File: config.mk
export PLATFORM = sky130hd
export DESIGN_NAME = montgomery_squarer_arbiter
export DESIGN_NICKNAME = d
export VERILOG_FILES = /design/src/rtl/montgomery_squarer_arbiter.sv
export SDC_FILE = /design/constraint.sdc
export NUM_CORES = 1
export LEC_CHECK = 0
export BUFFER_PORTS_ARGS = -buffer_cell sky130_fd_sc_hd__clkbuf_2
export CORE_UTILIZATION = 35
export DETAILED_ROUTE_END_ITERATION = 10
export GPL_ROUTABILITY_DRIVEN = 0
export PLACE_DENSITY_LB_ADDON = 0.1
export SLEW_MARGIN = 30
export SYNTH_ARGS = -nofsm -noshare
export SYNTH_HDL_FRONTEND = slang
export SYNTH_SLANG_ARGS = --single-unit
File: constraint.sdc
create_clock -name clk_in -period 5.2 [get_ports clk_in]
set_clock_uncertainty 0.1 [all_clocks]
set_input_delay 0.52 -clock clk_in [delete_from_list [all_inputs] [get_ports clk_in]]
set_output_delay 0.52 -clock clk_in [all_outputs]
set_load 0.05 [all_outputs]
File: src/rtl/montgomery_squarer_arbiter.sv
// -----------------------------------------------------------------------------
// montgomery_squarer_arbiter
//
// Purpose:
//   Shares one Montgomery squarer stream datapath among NUM_REQ requesters.
//   A round-robin scheduler grants one requester at a time. It streams that
//   requester's input blocks into the squarer and routes the squarer's result
//   beats back to it. It also sequences the N/k constant block indices for the
//   external constant ROMs. The grant is held until the whole job completes:
//   the input load plus every result beat.
//
// Ports:
//   clk_in           - clock
//   rst_in           - synchronous active-high reset
//   req_in           - per-requester job request (level)
//   req_block_in     - per-requester input block, requester i at
//                      [i*REGISTER_SIZE +: REGISTER_SIZE]
//   req_valid_in     - per-requester input block valid
//   grant_out        - one-hot grant, zero when idle
//   result_block_out - result block, broadcast to all requesters
//   result_valid_out - one-hot result valid, granted requester only
//   result_last_out  - marks the final result beat of a job
//   done_out         - one-cycle completion pulse to the granted requester
//   sq_block_out     - block to the squarer data input
//   sq_valid_out     - squarer data valid
//   sq_rst_out       - squarer reset
//   sq_block_in      - squarer result block
//   sq_valid_in      - squarer result valid
//   consumed_N_in    - squarer consumed one N constant block
//   consumed_k_in    - squarer consumed one k constant block
//   N_idx_out        - N constant block index
//   k_idx_out        - k constant block index
// -----------------------------------------------------------------------------
module montgomery_squarer_arbiter #(
  parameter int REGISTER_SIZE = 32,
  parameter int BITS_IN_NUM   = 2048,
  parameter int NUM_REQ       = 4,
  parameter int RESULT_BEATS  = (BITS_IN_NUM - 1) * (2 * BITS_IN_NUM / REGISTER_SIZE)
) (
  input  logic                                            clk_in,
  input  logic                                            rst_in,
  input  logic [NUM_REQ-1:0]                              req_in,
  input  logic [NUM_REQ*REGISTER_SIZE-1:0]                req_block_in,
  input  logic [NUM_REQ-1:0]                              req_valid_in,
  output logic [NUM_REQ-1:0]                              grant_out,
  output logic [REGISTER_SIZE-1:0]                        result_block_out,
  output logic [NUM_REQ-1:0]                              result_valid_out,
  output logic                                            result_last_out,
  output logic [NUM_REQ-1:0]                              done_out,
  output logic [REGISTER_SIZE-1:0]                        sq_block_out,
  output logic                                            sq_valid_out,
  output logic                                            sq_rst_out,
  input  logic [REGISTER_SIZE-1:0]                        sq_block_in,
  input  logic                                            sq_valid_in,
  input  logic                                            consumed_N_in,
  input  logic                                            consumed_k_in,
  output logic [$clog2(2*BITS_IN_NUM/REGISTER_SIZE)-1:0]  N_idx_out,
  output logic [$clog2(2*BITS_IN_NUM/REGISTER_SIZE)-1:0]  k_idx_out
);

  localparam int JOB_BLOCKS = 2 * BITS_IN_NUM / REGISTER_SIZE;
  localparam int IDX_W      = $clog2(JOB_BLOCKS);
  localparam int GNT_W      = $clog2(NUM_REQ);
  localparam int LCNT_W     = $clog2(JOB_BLOCKS + 1);
  localparam int RCNT_W     = $clog2(RESULT_BEATS + 1);

  typedef enum logic [2:0] {
    IDLE  = 3'd0,
    GRANT = 3'd1,
    LOAD  = 3'd2,
    RUN   = 3'd3,
    DONE  = 3'd4
  } state_t;

  state_t                    r_state;
  logic [GNT_W-1:0]          r_grantee;
  logic [GNT_W-1:0]          r_ptr;
  logic [NUM_REQ-1:0]        r_grant;
  logic [NUM_REQ-1:0]        r_done;
  logic                      r_sqRst;
  logic [LCNT_W-1:0]         r_loadCnt;
  logic [RCNT_W-1:0]         r_resCnt;
  logic [IDX_W-1:0]          r_nIdx;
  logic [IDX_W-1:0]          r_kIdx;

  logic [REGISTER_SIZE-1:0]  w_blocks [NUM_REQ];
  logic [GNT_W-1:0]          w_pick;
  logic                      w_sqValid;
  logic                      w_resBeat;
  logic                      w_lastBeat;

  // First requesting index at or above the pointer, wrapping around. The loop
  // runs from the farthest offset down to the nearest so that the nearest
  // requester is the last one written.
  function automatic logic [GNT_W-1:0] pickNext(input logic [NUM_REQ-1:0] req,
                                                input logic [GNT_W-1:0]   ptr);
    logic [GNT_W-1:0] pick;
    int               idx;
    pick = ptr;
    for (int off = NUM_REQ - 1; off >= 0; off--) begin
      idx = int'(ptr) + off;
      if (idx >= NUM_REQ) idx = idx - NUM_REQ;
      if (req[GNT_W'(idx)]) pick = GNT_W'(idx);
    end
    return pick;
  endfunction

  genvar gi;
  generate
    for (gi = 0; gi < NUM_REQ; gi++) begin : g_unpack
      assign w_blocks[gi] = req_block_in[gi*REGISTER_SIZE +: REGISTER_SIZE];
    end
  endgenerate

  assign w_pick = pickNext(req_in, r_ptr);

  // Load path and result path are pure pass-throughs. This keeps the squarer's
  // stream timing identical to a direct connection to the granted requester.
  always_comb begin
    sq_block_out     = '0;
    w_sqValid        = 1'b0;
    w_resBeat        = 1'b0;
    result_block_out = '0;
    if (r_state == LOAD) begin
      sq_block_out = w_blocks[r_grantee];
      w_sqValid    = req_valid_in[r_grantee];
    end
    if (r_state == RUN) begin
      w_resBeat        = sq_valid_in;
      result_block_out = sq_block_in;
    end
  end

  assign w_lastBeat       = w_resBeat && (r_resCnt == RCNT_W'(RESULT_BEATS - 1));
  assign sq_valid_out     = w_sqValid;
  assign result_valid_out = w_resBeat ? r_grant : '0;
  assign result_last_out  = w_lastBeat;
  assign grant_out        = r_grant;
  assign done_out         = r_done;
  assign sq_rst_out       = r_sqRst;
  assign N_idx_out        = r_nIdx;
  assign k_idx_out        = r_kIdx;

  // Job sequencer. done and the squarer reset are registered with the entry
  // into DONE, so both are high exactly while the FSM sits in DONE.
  // A reset in mid-job simply drops all job state; no done pulse is produced.
  // The constant indices run independently of the job phase. The clear in
  // DONE takes priority, so a consume strobe arriving in that cycle is lost.
  always_ff @(posedge clk_in) begin
    if (rst_in) begin
      r_state   <= IDLE;
      r_grantee <= '0;
      r_ptr     <= '0;
      r_grant   <= '0;
      r_done    <= '0;
      r_sqRst   <= 1'b1;
      r_loadCnt <= '0;
      r_resCnt  <= '0;
      r_nIdx    <= '0;
      r_kIdx    <= '0;
    end else begin
      r_done  <= '0;
      r_sqRst <= 1'b0;
      case (r_state)
        IDLE: begin
          if (|req_in) begin
            r_grantee <= w_pick;
            r_grant   <= NUM_REQ'(1) << w_pick;
            r_state   <= GRANT;
          end
        end
        GRANT: begin
          r_loadCnt <= '0;
          r_state   <= LOAD;
        end
        LOAD: begin
          if (w_sqValid) begin
            r_loadCnt <= r_loadCnt + 1'b1;
            if (r_loadCnt == LCNT_W'(JOB_BLOCKS - 1)) begin
              r_resCnt <= '0;
              r_state  <= RUN;
            end
          end
        end
        RUN: begin
          if (w_resBeat) begin
            r_resCnt <= r_resCnt + 1'b1;
            if (w_lastBeat) begin
              r_done  <= r_grant;
              r_sqRst <= 1'b1;
              r_state <= DONE;
            end
          end
        end
        DONE: begin
          r_ptr     <= (r_grantee == GNT_W'(NUM_REQ - 1)) ? '0 : r_grantee + 1'b1;
          r_grant   <= '0;
          r_loadCnt <= '0;
          r_resCnt  <= '0;
          r_state   <= IDLE;
        end
        default: r_state <= IDLE;
      endcase

      if (r_state == DONE) begin
        r_nIdx <= '0;
        r_kIdx <= '0;
      end else begin
        if (consumed_N_in)
          r_nIdx <= (r_nIdx == IDX_W'(JOB_BLOCKS - 1)) ? '0 : r_nIdx + 1'b1;
        if (consumed_k_in)
          r_kIdx <= (r_kIdx == IDX_W'(JOB_BLOCKS - 1)) ? '0 : r_kIdx + 1'b1;
      end
    end
  end

endmodule
==> flow_summary.json <==
{
  "outcome": "complete, no violations",
  "endpoint_kind": "primary output",
  "cap_violations": 0,
  "antenna_left": 0,
  "num_rows": 38,
  "core_area_um2": 10800,
  "hold_viol": 0,
  "hp-class": "register to register",
  "max_slew_margin": 0.391,
  "layout-drive-gt1-share": 0.474,
  "fin_setup_tns_ns": 0,
  "area_growth_pct": 38.7,
  "firstDrtPassIters": 4,
  "critical_path.cell_chain": "and3_1, and2_1, clkbuf_2",
  "synth.top_cell.area_share": 0.287,
  "worst_skew_pair.late_latency_ns": 0.31,
  "ys_seq_elements": 56,
  "ys.warnings.count": 0,
  "cts_resized": 0,
  "die_area_um2": 11600,
  "synthArstFlopShare": 0,
  "synth_top_cell_by_area": "dfxtp_1",
  "clockRootBuffer": "clkbuf_8",
  "drt_wl_total_um": 12900,
  "drt_iter0_markers": 238,
  "grt_max_degree": 37,
  "p_per_area_nw_per_um2": 199,
  "setup_violations": 0,
  "syn_area_um2": 3910,
  "worst-path-max-fanout": 36,
  "grt_usage": 0.212,
  "layout_commonest_cell": "clkbuf_2",
  "clk_pin_slew_ns": 0.10,
  "endpoint": "result_block_out[13]",
  "cts.path.max_buffers": 2,
  "power.switching_w": 0.000386,
  "first_global_vias": 3826,
  "grt-ovfl-total": 0,
  "fin_nets": 856,
  "cp_slowest_cell": "and3_1",
  "drt-wirelength-per-cell_um": 15.7,
  "postCtsSetupRepairBufs": 0,
  "rsz0062_at_grt": "no",
  "port_buffers": 265,
  "fin_ws_ns": 2.31,
  "dp_hpwl_um": 10600,
  "drv_slew": 0,
  "io_pins": 266,
  "critPathMaxStageDelay_ns": 0.83,
  "peakVddDrop_uv": 123,
  "power_frac_comb": 0.334,
  "critPathRequiredTime_ns": 4.58,
  "antenna_found_initial": 1,
  "r2r_cells": 5,
  "power.sequential.fraction": 0.427,
  "critical_path_class": "register to primary output",
  "dieHeight_um": 108,
  "syn_inst": 429,
  "tightest_slew_ns": 0.914,
  "swShare": 0.357,
  "worst_r2r_endpoint": "r_loadCnt[6]",
  "critPathBufInv": 1,
  "synth_area_per_cell_um2": 9.11,
  "synth-edff-count": 0,
  "p_clk_frac": 0.239,
  "p_int_w": 0.000694,
  "post-route-min-period_ns": 2.89,
  "vias": 4158,
  "start_kind": "register",
  "drc_errors": 0,
  "grt_pass1_wl_um": 19200,
  "cts_sinks": 56,
  "cts_htree_levels": 2,
  "synth_ff_type": "dfxtp_1",
  "clock.fmax_mhz": 346,
  "crit_family": "simple AND/OR/NAND/NOR gates",
  "initial_core_util": 0.360,
  "yosysUniqueCellTypes": 57,
  "crit_path_start": "r_state[0]",
  "final_cells": 820,
  "vias_per_cell": 5.07,
  "synth_area_leaders": "dfxtp_1 29%, mux4_2 19%, and2_1 11%",
  "cts_tree": "yes",
  "placed_cells": 811,
  "cts_hold_buf": 0,
  "layout_common_cells": "265 x clkbuf_2, 69 x and2_1, 54 x dfxtp_1",
  "crit_cells": 3,
  "fillers": 1046,
  "r2r_start": "r_grantee[0]",
  "worst_ep_arrival_time_ns": 2.27,
  "pre_cts_ws_ns": 2.59,
  "rrSetupSlack_ns": 2.60,
  "p_leak_nw": 2.54,
  "seq_area_frac_synth": 0.287,
  "cts_buffers": 5,
  "die_w_um": 108,
  "fin_crit_sh": 0.556,
  "syn_nets": 607
}
[through the flow]
stage	utilization	hold WS (ns)	area, um^2	total power, W
finish	0.500	0.396	5420	0.00108
global route	0.500	0.427	5420	0.00113
CTS	0.500	0.398	5420	0.00109
detailed placement	0.491	0.384	5320	0.000833
global placement	0.488	0.375	5290	0.000825
floorplan	-	0.354	3910	0.000709
[area by class of cell]
type	count	area (um^2)	share of cell area
well taps	140	175	0.0323
flip-flops and latches	56	1130	0.208
clock inverters	2	13.8	0.00254
multi-input cells	335	2610	0.482
inverters	10	37.5	0.00693
clock buffers	6	82.6	0.0152
diodes	1	2.50	0.000462
repair buffers	270	1370	0.253
[synth_stat cells (2+ instances only)]
cell type	instances
nand3_1	19
a21oi_1	22
o22ai_1	2
clkbuf_1	16
nand3b_1	2
o2111ai_1	2
a211o_1	2
nand2b_1	4
inv_1	10
a41o_1	2
mux2i_1	2
o31ai_1	3
nor2_1	41
buf_2	8
a311oi_1	4
xnor2_1	4
and3_1	9
mux4_2	33
o21ai_0	14
and4_1	3
ha_1	5
nor2b_1	4
nand2_1	22
dfxtp_1	56
a21oi_2	2
buf_6	3
nand4_1	8
or4_1	3
and2_1	69
a22oi_1	2
nor3_1	3
xor2_1	17
or3_1	9
[worst min-delay path by stage]
stage                  from           end  slack, ns  depth (start not counted)
2_1_floorplan  r_resCnt[12]  r_resCnt[12]       0.35                          2
3_3_place_gp   r_resCnt[12]  r_resCnt[12]       0.37                          2
3_5_place_dp   grant_out[3]  grant_out[3]       0.38                          2
4_1_cts        grant_out[3]  grant_out[3]       0.40                          2
5_1_grt        grant_out[3]   done_out[3]       0.43                          1
6_report       grant_out[3]  grant_out[3]       0.40                          2
[cells by family (layout without fill, tap and decap cells)]
family,after synthesis,count (layout),share of synthesized area
and+or+nand+nor,208,208,0.298
AOI/OAI and AO/OA,66,66,0.111
DFF,56,56,0.287
buffers and inverters,38,288,0.0448
muxes,35,35,0.195
xor gates and xnor gates,21,21,0.0471
adders and majority gates,5,5,0.0160
other,0,1,0
[flip-flops by register name, indices dropped and copies added (netlist names)]
register and cells:
N_idx_out 7, done_out 4, grant_out 4, k_idx_out 7, r_grantee 2, r_loadCnt 8
r_ptr 2, r_resCnt 18, r_state 3, sq_rst_out 1
[per-layer routing]
layer	GRT usage	vias up	wire length [um]
met5	0	-	0
met4	0.0401	0	110
met3	0.0327	6	782
met2	0.380	142	6540
met1	0.269	1961	5470
li1	-	2049	-
[power by group through the flow]
stage                     Sequential [W]  Combinational [W]  Clock (W)
after CTS                       0.000462           0.000362   0.000265
after global routing            0.000466           0.000384   0.000284
after detailed placement        0.000472           0.000361          0
after floorplan                 0.000471           0.000238          0
after global placement          0.000471           0.000353          0
final                           0.000461           0.000361   0.000258
[worst reg2reg max path, delay by kind of cell (launching register included)]
| family | cells | cell delay [ns] |
|---|---|---|
| multiplexers | 1 | 0.70 |
| AND/OR/NAND/NOR | 2 | 0.19 |
| flip-flops | 1 | 0.72 |
| XOR/XNOR | 1 | 0.16 |
| AO/OA/AOI/OAI | 1 | 0.65 |
Power figures use the tool's default switching activity.
